==> config.mk <==
export PLATFORM = sky130hd
export DESIGN_NAME = serial_frame_deserializer
export DESIGN_NICKNAME = d
export VERILOG_FILES = /design/src/rtl/serial_frame_deserializer.sv
export SDC_FILE = /design/constraint.sdc
export NUM_CORES = 1
export LEC_CHECK = 0
export CAP_MARGIN = 0
export CELL_PAD_IN_SITES_DETAIL_PLACEMENT = 1
export CELL_PAD_IN_SITES_GLOBAL_PLACEMENT = 1
export CORE_MARGIN = 3
export CORE_UTILIZATION = 35
export DETAILED_ROUTE_END_ITERATION = 6
export GPL_TIMING_DRIVEN = 0
export PLACE_DENSITY = 0.81
export SETUP_SLACK_MARGIN = 0.05
export SLEW_MARGIN = 15
export SYNTH_ARGS = -nofsm -noshare
export SYNTH_HDL_FRONTEND = slang
export SYNTH_SLANG_ARGS = --single-unit
==> constraint.sdc <==
create_clock -name clk -period 1.9 [get_ports clk]
set_clock_uncertainty 0.15 [all_clocks]
set_input_delay 0.19 -clock clk [delete_from_list [all_inputs] [get_ports clk]]
set_output_delay 0.19 -clock clk [all_outputs]
set_load 0.02 [all_outputs]
==> src/rtl/serial_frame_deserializer.sv <==
// serial_frame_deserializer: rebuilds WIDTH-bit words from a start-framed, strobe-qualified,
// MSB-first serial stream into a one-entry valid/ready output buffer.
// Optional feature macro: PARITY_CHK_EN adds a trailing even-parity bit and the parity_err pulse.
module serial_frame_deserializer #(
    parameter int unsigned WIDTH = 4
) (
    input  logic             clk,
    input  logic             rst,
    input  logic             sin,
    input  logic             sin_en,
    output logic [WIDTH-1:0] pout,
    output logic             pout_valid,
    input  logic             pout_ready,
    output logic             busy,
    output logic             overrun,
    output logic             parity_err
);

    localparam int unsigned CW = (WIDTH > 2) ? $clog2(WIDTH) : 1;
    localparam logic [CW-1:0] CntLast = CW'(WIDTH - 1);

`ifdef PARITY_CHK_EN
    typedef enum logic [1:0] {StIdle, StShift, StPar} state_e;
`else
    typedef enum logic [1:0] {StIdle, StShift} state_e;
`endif

    state_e           state_q, state_d;
    logic [WIDTH-1:0] shreg_q, shreg_d;
    logic [CW-1:0]    cnt_q, cnt_d;
    logic [WIDTH-1:0] pout_q, pout_d;
    logic             valid_q, valid_d;
    logic             ovr_q, ovr_d;
    logic             perr_q, perr_d;
    logic             commit;
    logic [WIDTH-1:0] word;
    logic             drain;

    // State and datapath registers; reset discards any partial frame and the buffer.
    always_ff @(posedge clk or posedge rst) begin
        if (rst) begin
            state_q <= StIdle;
            shreg_q <= '0;
            cnt_q   <= '0;
            pout_q  <= '0;
            valid_q <= 1'b0;
            ovr_q   <= 1'b0;
            perr_q  <= 1'b0;
        end else begin
            state_q <= state_d;
            shreg_q <= shreg_d;
            cnt_q   <= cnt_d;
            pout_q  <= pout_d;
            valid_q <= valid_d;
            ovr_q   <= ovr_d;
            perr_q  <= perr_d;
        end
    end

    // Frame FSM: decides next state, shift/count updates and when a word is committed.
    always_comb begin
        state_d = state_q;
        shreg_d = shreg_q;
        cnt_d   = cnt_q;
        commit  = 1'b0;
        word    = {shreg_q[WIDTH-2:0], sin};
        perr_d  = 1'b0;
        unique case (state_q)
            StIdle: begin
                if (sin_en && sin) begin
                    state_d = StShift;
                    cnt_d   = '0;
                end
            end
            StShift: begin
                if (sin_en) begin
                    shreg_d = {shreg_q[WIDTH-2:0], sin};
                    if (cnt_q == CntLast) begin
                        // Counter parks at 0 so it never exceeds WIDTH-1.
                        cnt_d = '0;
`ifdef PARITY_CHK_EN
                        state_d = StPar;
`else
                        state_d = StIdle;
                        commit  = 1'b1;
`endif
                    end else begin
                        cnt_d = cnt_q + 1'b1;
                    end
                end
            end
`ifdef PARITY_CHK_EN
            StPar: begin
                if (sin_en) begin
                    state_d = StIdle;
                    word    = shreg_q;
                    if (^{shreg_q, sin} == 1'b0) begin
                        commit = 1'b1;
                    end else begin
                        perr_d = 1'b1;
                    end
                end
            end
`endif
            default: state_d = StIdle;
        endcase
    end

    // Output buffer: drain on handshake; a commit refills it unless full and not draining.
    always_comb begin
        pout_d  = pout_q;
        valid_d = valid_q;
        ovr_d   = ovr_q;
        drain   = valid_q && pout_ready;
        if (drain) begin
            valid_d = 1'b0;
        end
        if (commit) begin
            if (!valid_q || drain) begin
                pout_d  = word;
                valid_d = 1'b1;
            end else begin
                ovr_d = 1'b1;
            end
        end
    end

    assign pout       = pout_q;
    assign pout_valid = valid_q;
    assign overrun    = ovr_q;
    assign busy       = (state_q != StIdle);
`ifdef PARITY_CHK_EN
    assign parity_err = perr_q;
`else
    assign parity_err = 1'b0;
`endif

endmodule

Word-level counts from Yosys, hierarchy flattened
Cells that the tools add are included.
{ "totals": {"wordCells": 39, "mem_count": 0, "inputBits": 5, "latchBits": 0, "register_bits": 13, "out_inout_bits": 8, "mem_bits_ro": 0, "ramBits": 0} }
{ "op_classes": {"n_eq_ne": 5, "bitwise_logic": 1, "n_div": 0, "n_shift": 0, "n_lt_le_gt_ge": 0, "n_mul": 0, "muxes": 14, "addsub": 1, "n_reduce_logical": 12} }
{ "op_table": {"columns": ["cell", "n"], "rows": [
  ["2-to-1 mux 2 bit", 6],
  ["one-hot mux 2 bit (2 select lines)", 2],
  ["2-to-1 mux 1 bit", 6],
  ["!= test 2 bit (second input constant)", 3],
  ["AND reduction 2 bit", 3],
  ["AND reduction 3 bit", 2],
  ["nonzero test 2 bit", 2],
  ["adder 2 x 1 -> 2 bit (second input constant)", 1],
  ["== test 2 x 1 -> 1 bit (second input constant)", 1],
  ["== test 2 bit (second input constant)", 1],
  ["logical AND 1 bit", 2],
  ["logical NOT 2 bit", 1],
  ["logical NOT 1 bit", 1],
  ["logical OR 1 bit", 1],
  ["inverter 1 bit", 1]
]} }

Logic depth before layout (Yosys ltp)
{ "depth": {"ltp_word": 5, "mapped_depth": 4, "ltp_nobuf": 4} }

Worst setup path after synthesis
No wires, ideal clock.
{ "synth_timing": {"path_kind": "reg-to-reg", "startpoint": "register state_q[0]", "endpoint": "register pout_q[0] (netlist: pout[0])", "slack_ns": 0.464, "arrival_time_ns": 1.161, "stages_incl_launch_ff": 4, "synth_period_minus_slack_ns": 1.436, "n_path_buf": 0, "setup_time_ns": 0.125, "required_ns": 1.625, "path_cell_list": "dfrtp_1 -> nand3_2 -> nor2b_4 -> mux2_2"} }
{ "synth_via": {"elab_chain_cells": 3} }
{ "synth_lines": {"columns": ["item", "line", "text"], "rows": [
  ["from (decl)", "28", "state_e state_q, state_d;"],
  ["from (signal assigned)", "42", "state_q <= StIdle;"],
  ["from (signal assigned)", "50", "state_q <= state_d;"],
  ["== test 2 x 1 -> 1 bit", "68", "unique case (state_q)"],
  ["2-to-1 mux 1 bit", "68", null],
  ["AND reduction 2 bit (no source line)", null, null],
  ["to (signal assigned)", "53", "pout_q <= pout_d;"],
  ["to (decl)", "31", "logic [WIDTH-1:0] pout_q, pout_d;"]
]} }
No other way between the ends.
A chain may end at the register's enable or synchronous reset.

Worst setup path after layout
{ "layout_timing": {"startpoint": "register state_q[0]", "endpoint": "output port busy"} }
{ "layout_via": {"elab_chain_cells": 1} }
{ "layout_lines": {"columns": ["item", "line", "text"], "rows": [
  ["nonzero test 2 bit", "131", "assign busy = (state_q != StIdle);"],
  ["to (decl)", "14", "output logic busy,"]
]} }
No other way between the ends.

==> impl_metrics.yaml <==
cts:
  post_cts_resized: 0
  htreeDepth: 1
  cts_hold_buf: 0
  clk_latency_ps: 270
  cts_inserted_buffers: 3
  clock-root-buffer: "clkbuf_4"
  clock-sinks: 12
  clkTransAtPathRegs_ps: 80
  cts_tree: "yes"
  postCtsSetupRepairBufs: 0
  cts.path.max_buffers: 2
synth:
  yosysTopAreaCell: "dfrtp_1"
  ys_top_cells_by_area: "dfrtp_1 (61%), mux2_2 (16%), nand2_1 (4.6%), nor2b_4 (2.8%), ha_1 (2.5%)"
  synth.most_common_cell: "dfrtp_1"
  synth_nets: 43
  synthArstFlopShare_pct: 100
  yosysTopAreaCellShare_pct: 60.8
  syn_area_per_cell_um2: 13.4
  ys_ff_latch: 12
  synthTopCellsByCount: "dfrtp_1 (12), mux2_2 (7), nand2_1 (6)"
  ys.flop_type: "dfrtp_1"
  yosysSeqAreaShare_pct: 60.8
  syn_inst: 37
  syn-cell-area_um2: 494
  yosysWarnings: 0
  yosysUniqueCellTypes: 14
  synth-edff-count: 0
final_layout:
  seq_area_um2: 300
  fillers: 120
  fin_cells: 66
  antenna_cells: 0
  multi_input_area_um2: 183
  nets: 59
  final_area_um2: 658
  syn2layout_area_growth_pct: 33.2
  drive_gt1_share_pct: 26.9
floorplanning:
  core-area_mm2: 0.00122
  dieArea_mm2: 0.00190
  num_rows: 12
  die_w_um: 43.6
  die_h_um: 43.6
  start_util_pct: 40.6
  ioPinCount: 13
timing:
  fmax_mhz: 582
  timing.final.ws_setup_ps: 181
  setup_viol: 0
  hold_violations: 0
  period_needed_ps: 1720
  slew_violations: 0
  finalCritPeriodShare_pct: 90.5
  rsz0062_at_grt: "no"
  setup_tns_ps: 0
routing:
  dr.pass1.iters: 1
  drtIter0Drc: 0
  drcViolationCount: 0
  wl_mm: 1.06
  via_per_inst: 4.92
  ant_nets: 0
  wire_per_inst_um: 16.1
  vias: 325
global_routing:
  grtUsageMet3_pct: 3.73
  grt_overflow: 0
  grt_max_degree: 13
  grt_pass1_vias: 378
  track_usage_pct: 15.0
  grt_use_met2_pct: 24.1
  top_usage_layer: "met2"
  use_met1_pct: 16.4
  grt_pass1_wl_mm: 1.92
  antenna_found_initial: 0
job:
  cap_violations: 0
critical_path:
  cp_data_arrival_time_ps: 1380
  worstPathMaxFanout: 7
  cp_num_buf_inv: 1
  critPathKind: "register to output port"
  endpoint_kind: "output port"
  start_kind: "register"
  slowest_stage: "clkdlybuf4s50_1"
  critPathRequiredTime_ps: 1560
  critPathTopFamily: "buffers and inverters"
  max_stage_delay_ps: 650
  crit_chain: "clkdlybuf4s50_1"
power_and_ir_drop:
  leakage_uw: 0.000303
  vdd_drop_max_v: 0.000707
  power_density_mw_per_mm2: 1620
place:
  dpl.hpwl_um: 830
  dp_cells: 62
  place_area_um2: 622
  port_buffers: 11
  gp_routability_congestion: 0.697
  pre_cts_slack_ps: 149
min_path:
  min_path_type: "input pin to asynchronous set/reset pin"
outcome:
  status: "finished, final reports clean"
==> sequential cells by signal, summed over array words and instances, names as in the netlist <==
name,cells
pout_valid,1
shreg_q,3
state_q,1
cnt_q,2
pout,4
overrun,1
==> power by group <==
part	internal [µW]	total [µW]	switching, µW
Clock	116	204	87.5
Combinational	219	407	187
Sequential	369	452	83.6
Total	704	1060	359
==> worst reg2reg max path: stages, from the launching register on <==
cell	delay, ps
dfrtp_1	390
ha_1	230
nand3_2	140
nor2b_4	200
mux2_2	360
==> through the flow <==
stage                     power (µW)  util (%)  hold WS (ps)
final                           1060      54.1          72.8
after global routing            1150      54.1          68.3
after CTS                       1080      54.1          78.6
after detailed placement         873      51.1           350
after global placement           826      51.1           311
after floorplan                  670         -         -95.3
==> routing by layer <==
metal	vias to the layer above	routed length, µm
met5	-	0
met4	0	0
met3	0	25
met2	8	629
met1	161	408
li1	156	-
==> kinds of logic after synthesis <==
group / share of synthesized area, %
and+or+nand+nor: 10.6
buffers and inverters: 2.28
other: 0.759
muxes: 16.0
AOI/OAI and AO/OA: 7.09
DFF: 60.8
adders and majority gates: 2.53
==> cell usage in the layout, fill, tap and decap left out <==
cell,count
dfrtp_1,12
clkbuf_8,1
mux2_2,7
a32o_1,1
nand3_2,1
o31ai_1,1
o21bai_1,1
nand2_1,6
conb_1,1
clkdlybuf4s50_1,11
nand2b_1,1
clkbuf_4,3
buf_4,1
o21ai_0,2
nor2b_4,1
ha_1,1
inv_1,1
==> layout make-up <==
type / instances / share of cell area [%]
buffer: 1 / 1.14
sequential: 12 / 45.6
inverter: 1 / 0.570
tap: 14 / 2.66
multi-input combinational: 23 / 27.8
timing repair buffer: 11 / 16.7
clock buffer: 4 / 5.51
==> path summary, 6_finish.rpt <==
path | startpoint | end | slack (ps) | cells past startpoint
max in group asynchronous | rst | pout[0] | 1210 | 2
min in group clk | overrun | overrun | 360 | 1
max | state_q[0] | busy | 180 | 1
min | rst | pout_valid | 70 | 2
min reg2reg | overrun | overrun | 360 | 1
max reg2reg | cnt_q[0] | pout[2] | 330 | 4
Power figures use the tool's default switching activity.
